[config.mk]
export PLATFORM = sky130hd
export DESIGN_NAME = mem_stage_lsu
export DESIGN_NICKNAME = d
export VERILOG_FILES = /design/src/rtl/mem_stage_lsu.sv
export SDC_FILE = /design/constraint.sdc
export NUM_CORES = 1
export LEC_CHECK = 0
export BUFFER_PORTS_ARGS = -buffer_cell sky130_fd_sc_hd__buf_2
export CORE_MARGIN = 5
export CORE_UTILIZATION = 51
export DETAILED_ROUTE_END_ITERATION = 16
export GPL_ROUTABILITY_DRIVEN = 0
export GPL_TIMING_DRIVEN = 0
export PLACE_DENSITY = 0.95
export SETUP_SLACK_MARGIN = 0.4
export SLEW_MARGIN = 20
export SYNTH_ARGS = -nofsm -noshare
export SYNTH_HDL_FRONTEND = slang
export SYNTH_SLANG_ARGS = --single-unit
[constraint.sdc]
create_clock -name clk -period 4.45 [get_ports clk]
set_input_delay 0.6675 -clock clk [delete_from_list [all_inputs] [get_ports clk]]
set_output_delay 0.6675 -clock clk [all_outputs]
set_load 0.01 [all_outputs]
[src/rtl/mem_stage_lsu.sv]
// ============================================================================
//  Module      : mem_stage_lsu
//  Description : Memory-stage load/store unit. Consumes the EX/MEM register
//                fields, runs a req/gnt/rvalid handshake to data memory,
//                positions store lanes and extends load data for MEM/WB.
//                Optional macro LSU_TIMEOUT_EN adds a REQ/WAIT watchdog.
//  Revision    : 1.0 - initial release
// ============================================================================
`default_nettype none

module mem_stage_lsu #(
  parameter int XLEN           = 32,
  parameter int TIMEOUT_CYCLES = 255
) (
  input  logic            clk,
  input  logic            reset,
  input  logic            ex_valid,
  input  logic            ex_mem_read,
  input  logic            ex_mem_write,
  input  logic [2:0]      ex_funct3,
  input  logic [XLEN-1:0] ex_addr,
  input  logic [XLEN-1:0] ex_wdata,
  output logic            stall_o,
  output logic            dmem_req,
  output logic            dmem_we,
  output logic [XLEN-1:0] dmem_addr,
  output logic [3:0]      dmem_be,
  output logic [31:0]     dmem_wdata,
  input  logic            dmem_gnt,
  input  logic            dmem_rvalid,
  input  logic [31:0]     dmem_rdata,
  output logic [XLEN-1:0] load_data,
  output logic            load_valid,
  output logic            err_o
);

  typedef enum logic [1:0] {
    S_IDLE = 2'd0,
    S_REQ  = 2'd1,
    S_WAIT = 2'd2,
    S_DONE = 2'd3
  } state_t;

  state_t      r_state;
  logic        r_is_load;
  logic [2:0]  r_funct3;
  logic [1:0]  r_addr_lo;

  logic        w_pending;
  logic        w_misalign;
  logic        w_illegal;
  logic        w_err;
  logic [3:0]  w_be;
  logic [31:0] w_wdata;
  logic [7:0]  w_byte;
  logic [15:0] w_half;
  logic [31:0] w_ld_ext;

  assign w_pending = ex_valid & (ex_mem_read | ex_mem_write);

  // Decode width legality and alignment of the access presented in EX/MEM
  always_comb begin
    w_illegal  = (ex_funct3 == 3'b011) || (ex_funct3 == 3'b110) || (ex_funct3 == 3'b111);
    w_misalign = 1'b0;
    if (ex_funct3 == 3'b001 || ex_funct3 == 3'b101) w_misalign = ex_addr[0];
    if (ex_funct3 == 3'b010)                        w_misalign = (ex_addr[1:0] != 2'b00);
  end

  assign w_err = w_illegal | w_misalign;

  // Error accesses never stall: they drop through IDLE so the trap logic sees them
  assign stall_o = w_pending && (r_state != S_DONE) && !((r_state == S_IDLE) && w_err);

  // Byte enables and replicated store data; loads use the same enables
  always_comb begin
    w_be    = 4'b1111;
    w_wdata = ex_wdata[31:0];
    case (ex_funct3[1:0])
      2'b00: begin
        w_be    = 4'b0001 << ex_addr[1:0];
        w_wdata = {4{ex_wdata[7:0]}};
      end
      2'b01: begin
        w_be    = 4'b0011 << {ex_addr[1], 1'b0};
        w_wdata = {2{ex_wdata[15:0]}};
      end
      default: begin
        w_be    = 4'b1111;
        w_wdata = ex_wdata[31:0];
      end
    endcase
  end

  // Lane select and sign/zero extension of the returned load word
  always_comb begin
    case (r_addr_lo)
      2'd0:    w_byte = dmem_rdata[7:0];
      2'd1:    w_byte = dmem_rdata[15:8];
      2'd2:    w_byte = dmem_rdata[23:16];
      default: w_byte = dmem_rdata[31:24];
    endcase
    w_half = r_addr_lo[1] ? dmem_rdata[31:16] : dmem_rdata[15:0];
    case (r_funct3)
      3'b000:  w_ld_ext = {{24{w_byte[7]}}, w_byte};
      3'b100:  w_ld_ext = {24'd0, w_byte};
      3'b001:  w_ld_ext = {{16{w_half[15]}}, w_half};
      3'b101:  w_ld_ext = {16'd0, w_half};
      default: w_ld_ext = dmem_rdata;
    endcase
  end

`ifdef LSU_TIMEOUT_EN
  localparam int c_tmo_w = $clog2(TIMEOUT_CYCLES + 1);
  localparam logic [c_tmo_w-1:0] c_tmo_last = c_tmo_w'(TIMEOUT_CYCLES - 1);
  logic [c_tmo_w-1:0] r_tmo;
  logic               w_stuck;
  assign w_stuck = ((r_state == S_REQ) && !dmem_gnt) || ((r_state == S_WAIT) && !dmem_rvalid);
`else
  logic w_unused_tmo;
  assign w_unused_tmo = (TIMEOUT_CYCLES != 0);
`endif

  // Access FSM with registered bus and result outputs
  always_ff @(posedge clk) begin
    if (reset) begin
      r_state    <= S_IDLE;
      r_is_load  <= 1'b0;
      r_funct3   <= 3'd0;
      r_addr_lo  <= 2'd0;
      dmem_req   <= 1'b0;
      dmem_we    <= 1'b0;
      dmem_addr  <= '0;
      dmem_be    <= 4'd0;
      dmem_wdata <= 32'd0;
      load_data  <= '0;
      load_valid <= 1'b0;
      err_o      <= 1'b0;
`ifdef LSU_TIMEOUT_EN
      r_tmo      <= '0;
`endif
    end else begin
      err_o      <= 1'b0;
      load_valid <= 1'b0;
      case (r_state)
        S_IDLE: begin
          if (w_pending) begin
            if (w_err) begin
              err_o <= 1'b1;
            end else begin
              dmem_req   <= 1'b1;
              dmem_we    <= ex_mem_write;
              dmem_addr  <= {ex_addr[XLEN-1:2], 2'b00};
              dmem_be    <= w_be;
              dmem_wdata <= w_wdata;
              r_is_load  <= ~ex_mem_write;
              r_funct3   <= ex_funct3;
              r_addr_lo  <= ex_addr[1:0];
              r_state    <= S_REQ;
            end
          end
        end
        S_REQ: begin
          if (dmem_gnt) begin
            dmem_req <= 1'b0;
            if (!r_is_load) begin
              r_state <= S_DONE;
            end else if (dmem_rvalid) begin
              load_data  <= w_ld_ext;
              load_valid <= 1'b1;
              r_state    <= S_DONE;
            end else begin
              r_state <= S_WAIT;
            end
          end
        end
        S_WAIT: begin
          if (dmem_rvalid) begin
            load_data  <= w_ld_ext;
            load_valid <= 1'b1;
            r_state    <= S_DONE;
          end
        end
        default: r_state <= S_IDLE;
      endcase
`ifdef LSU_TIMEOUT_EN
      // Watchdog: counter restarts on entering REQ and aborts a stuck access
      if (r_state == S_IDLE) begin
        r_tmo <= '0;
      end else if (r_state == S_REQ || r_state == S_WAIT) begin
        r_tmo <= r_tmo + 1'b1;
        if (w_stuck && (r_tmo == c_tmo_last)) begin
          dmem_req   <= 1'b0;
          err_o      <= 1'b1;
          load_data  <= '0;
          load_valid <= 1'b0;
          r_state    <= S_DONE;
        end
      end
`endif
    end
  end

endmodule

`default_nettype wire
======== Word-level counts from Yosys, hierarchy flattened ========
Cells that the tools add are included.
operators by class
  shift-type cells ........................ 2
  bitwise gates (word level) .............. 7
  equal/unequal tests ..................... 20
  reductions and logical operators ........ 19
  muxes and demuxes ....................... 27
operator list
  kind                                                               count
  32-bit one-hot mux with 2 select lines                             2
  32-bit one-hot mux with 4 select lines                             1
  32-bit 2-to-1 mux                                                  3
  8-bit one-hot mux with 3 select lines                              1
  16-bit 2-to-1 mux                                                  1
  3-bit == test, second input constant                               5
  2-bit inequality test, second input constant                       6
  1-bit 2-to-1 mux                                                   11
  2-bit 2-to-1 mux                                                   4
  4-bit one-hot mux with 2 select lines                              1
  4-bit AND reduction                                                2
  2-bit by 1-bit == test with 1-bit output, second input constant    3
  3-bit by 1-bit == test with 1-bit output, second input constant    2
  3-bit by 2-bit == test with 1-bit output, second input constant    2
  2-bit logical NOT                                                  3
  2-bit one-hot mux with 3 select lines                              1
  3-bit AND reduction                                                2
  2-bit nonzero test                                                 3
  2-bit == test, second input constant                               2
  1-bit NOT                                                          4
  1-bit one-hot mux with 2 select lines                              2
  1-bit by 2-bit left shift with 4-bit output, first input constant  1
  2-bit by 2-bit left shift with 4-bit output, first input constant  1
  1-bit logical AND                                                  3
  6 further kinds                                                    9
word-level totals
  bits in registers ....................... 110
  bits of input ports ..................... 106
  word-level logic and storage cells ...... 87
  output and inout bits ................... 105

======== Depth between registers and ports, before layout ========
  word-level depth ........................ 8
  depth in mapped cells ................... 8
  gate-level depth less buffers ........... 6

======== Worst setup path before layout ========
OpenSTA, ideal clock, no wires.
  kind .................................... input -> output
  start ................................... in ex_addr[0]
  end ..................................... out stall_o
  path slack .............................. 2,253 ps
  data arrival time ....................... 1,530 ps
  buffers on the path ..................... 0
  stages .................................. 3
  required time ........................... 3,783 ps
  path through ............................ nor4_4 -> or3b_1 -> nor3b_1
on the way
  word-level cells in the longest chain between the ends .. 6
  elaborated cells between the ends (all ways) .. 7
  those cells by class .................... mux (2); bitwise (1); reduce/logical (4)
RTL lines
  what                                                    line    source
  start: declaration                                      21      input logic [XLEN-1:0] ex_addr,
  1-bit 2-to-1 mux or 2-bit nonzero test (tied branches)  65, 66
  1-bit 2-to-1 mux *                                      66      if (ex_funct3 == 3'b010) w_misalign = (ex_addr[1:0] != 2'b00);
  1-bit OR *                                              69      assign w_err = w_illegal | w_misalign;
  1-bit logical AND *                                     72      assign stall_o = w_pending && (r_state != S_DONE) && !((r_state == S_IDLE) && w_err);
  1-bit logical NOT *                                     72
  1-bit logical AND *                                     72
  end: declaration                                        23      output logic stall_o,
Mark *: on every way between the ends. The rest lies on a longest branch, timed or not.

======== Final worst setup path ========
  start ................................... reg r_state[0]
  end ..................................... out stall_o
on the way
  word-level cells in the longest chain between the ends .. 4
  elaborated cells between the ends (all ways) .. 6
  those cells by class .................... eq/ne (1); reduce/logical (5)
RTL lines
  what                      line  source
  start: declaration        44    state_t r_state;
  start signal: assignment  126   r_state <= S_IDLE;
  start signal: assignment  158   r_state <= S_REQ;
  start signal: assignment  166   r_state <= S_DONE;
  2-bit logical NOT         72
  1-bit logical AND         72
  1-bit logical NOT         72
  1-bit logical AND *       72
Marked as above.

==> impl_metrics.toml <==
[floorplan]
die_x_um = 107
rows = 35
initial_core_util_pct = 52.3
dieArea_um2 = 11500
ios = 211
fp.dieH_um = 107
design.core.area_um2 = 9240

[sta]
slew_viol_final = 0
fin_crit_ns = 2.55
setup_viol = 0
fin_tns_setup_ns = 0
skew_ns = 0.0161
fmax_mhz = 392
min_period_over_period_pct = 57.3
worst_slew_pin_slew_ns = 0.695
slew_headroom_pct = 53.7
rsz0062_at_grt = "false"
hold_viol = 0

[place]
io_buffers = 208
hpwlAfterDp_mm = 12.4

[synth]
synthCells = 586
mappedNetlistArea_um2 = 4830
synth-compound-area-share_pct = 22.1
yosys.area.top_type_share_pct = 45.6
yosysTopAreaCell = "dfxtp_1"
yosysSeqAreaShare_pct = 45.6
synth_edf_count = 0
synth_simple_gate_area_share_pct = 19.1
muxShareOfSynthArea_pct = 6.32
ys_async_sr_fraction_pct = 0
synthAdderAreaFrac_pct = 1.04
ys_warn_count = 0
synth_area_per_cell_um2 = 8.25
synthTopCellsByArea = "dfxtp_1, nand2_1, a21oi_1"
ys_seq_elements = 110
synth_xor_area_share_pct = 0
synth_top_family_by_area = "compound AO/OA/AOI/OAI gates"
synth_flop_cell = "dfxtp_1"
yosys.cell_types.count = 43

[clock_tree]
cts_tree = "done"
insertion_delay_ns = 0.36
cts.sinks = 110
cts_root_buffer = "clkbuf_8"
postCtsSetupBuffers = 0
postCtsResizedCells = 0
numCtsBuffers = 9
clockBufferDepth = 2
hold_buffers = 0
h-tree-depth = 3
path_clk_slew_ns = 0.10

[global_route]
grt_pass1_wl_mm = 25.0
grt_usage_pct = 26.8
overflow = 0
grt_max_degree = 19
antenna_found_initial = 0
grt_pass1_vias = 5087

[layout]
multi_input_area_um2 = 2360
diodes = 0
layout_common_cells = "buf_2, nand2_1, dfxtp_1, a21oi_1, nor2_1"
layout.nets = 916
drive_above_1_share_pct = 31.5
register_area_um2 = 2200
layout_commonest_cell = "buf_2"
num-fill-cells = 799
syn_to_final_growth_pct = 28.4

[drt]
vias = 5178
ant_nets = 0
drc = 0
wl_per_cell_um = 16.9
drt_wl_total_mm = 15.9
vias_per_cell = 5.52
drt-initial-drc-count = 263
drtPass1Iterations = 8

[worst_hold_path]
hp-class = "flip-flop to flip-flop"

[worst_setup_path]
cp-end-kind = "primary output"
cp_slowest_cell = "or3b_1"
critPathKind = "flip-flop to primary output"
cp_top_family = "simple AND/OR/NAND/NOR gates"
crit_chain = "inv_1 > ha_1 > or3b_1 > nor3b_1 > buf_2"
max_stage_delay_ns = 0.46
critPathMaxFanout = 6
worstPathArrival_ns = 1.88
cp-start-kind = "flip-flop"
worst-path-buf-inv = 2
crit_required_ns = 3.78

[pwr]
p_total_w = 0.00229
ir_drop_mv = 0.185
power.leakage_nw = 2.74
p_per_area_nw_per_um2 = 368

[outcome]
outcome = "finished, final reports clean"

[flow_run]
cap_viol_max_count = 0
[flip-flops by register name, indices dropped and copies added (netlist names)]
name,flops
err_o,1
r_addr_lo,2
r_state,2
dmem_req,1
dmem_wdata,32
dmem_we,1
r_is_load,1
load_valid,1
dmem_be,4
load_data,32
r_funct3,3
dmem_addr,30
[worst min-delay path, delay by kind of cell, from the launching register on]
kind	cells	cell delay [ns]
AND/OR/NAND/NOR	1	0.05
flip-flops	1	0.32
AO/OA/AOI/OAI	1	0.05
[worst paths after layout]
check	startpoint	endpoint	slack (ns)	cells after the start
worst max-delay path	r_state[0]$_SDFFE_PP0P_	stall_o	1.90	5
worst min-delay path	load_data[3]$_SDFFE_PP0P_	load_data[3]$_SDFFE_PP0P_	0.45	2
worst min register to register	load_data[3]$_SDFFE_PP0P_	load_data[3]$_SDFFE_PP0P_	0.45	2
worst max register to register	r_state[1]$_SDFFE_PP0P_	load_data[20]$_SDFFE_PP0P_	2.25	7
[metrics by stage]
| step | worst slack, ns | cell area (um^2) | cells | hold WS, ns | utilization [%] |
|---|---|---|---|---|---|
| after CTS | 1.90 | 6210 | 938 | 0.457 | 67.2 |
| final | 1.90 | 6210 | 938 | 0.453 | 67.2 |
| after floorplan | 2.25 | 4840 | 587 | 0.452 | - |
| after detailed placement | 2.00 | 6040 | 924 | 0.442 | 65.4 |
| after global routing | 1.78 | 6210 | 938 | 0.474 | 67.2 |
| after global placement | 2.04 | 6040 | 924 | 0.436 | 65.4 |
[layer usage]
| metal | routed length [um] | vias up | global-route usage (%) |
|---|---|---|---|
| met3 | 1690 | 25 | 6.78 |
| met1 | 6040 | 2373 | 31.9 |
| met2 | 7800 | 302 | 46.7 |
| met5 | 0 | - | 0 |
| li1 | - | 2478 | - |
| met4 | 324 | 0 | 9.29 |
[cells by family after synthesis]
family | Yosys count
other cells | 1
simple gates | 220
buf+inv | 60
fa+ha+maj | 4
compound gates | 162
flops | 110
mux | 29
[final cells by class]
class,instances,area share (%)
buffer,47,3.69
clock buffer,9,2.00
clock inverter,5,0.726
inverter,13,0.786
multi-input combinational,417,38.0
sequential,110,35.5
tap,129,2.60
timing repair buffer,208,16.8
[synthesized netlist by cell type (2+ instances only)]
master,number
a211oi_1,32
a21o_1,4
a21oi_1,67
a311oi_1,10
a32oi_1,2
buf_1,3
buf_2,18
buf_4,8
clkbuf_1,18
dfxtp_1,110
ha_1,4
inv_1,12
mux2_2,2
mux2i_1,26
nand2_1,136
nand2b_1,5
nand3_1,9
nand3b_1,6
nor2_1,48
nor2b_1,4
nor3_1,6
nor3b_1,2
o2111a_1,7
o211ai_1,14
o21a_1,2
o21ai_0,14
[where the power goes]
| part | internal (W) | switching, W |
|---|---|---|
| clock network | 0.000206 | 0.000350 |
| logic | 0.000241 | 0.000360 |
| registers | 0.00108 | 0.0000511 |
Power figures use the tool's default switching activity.
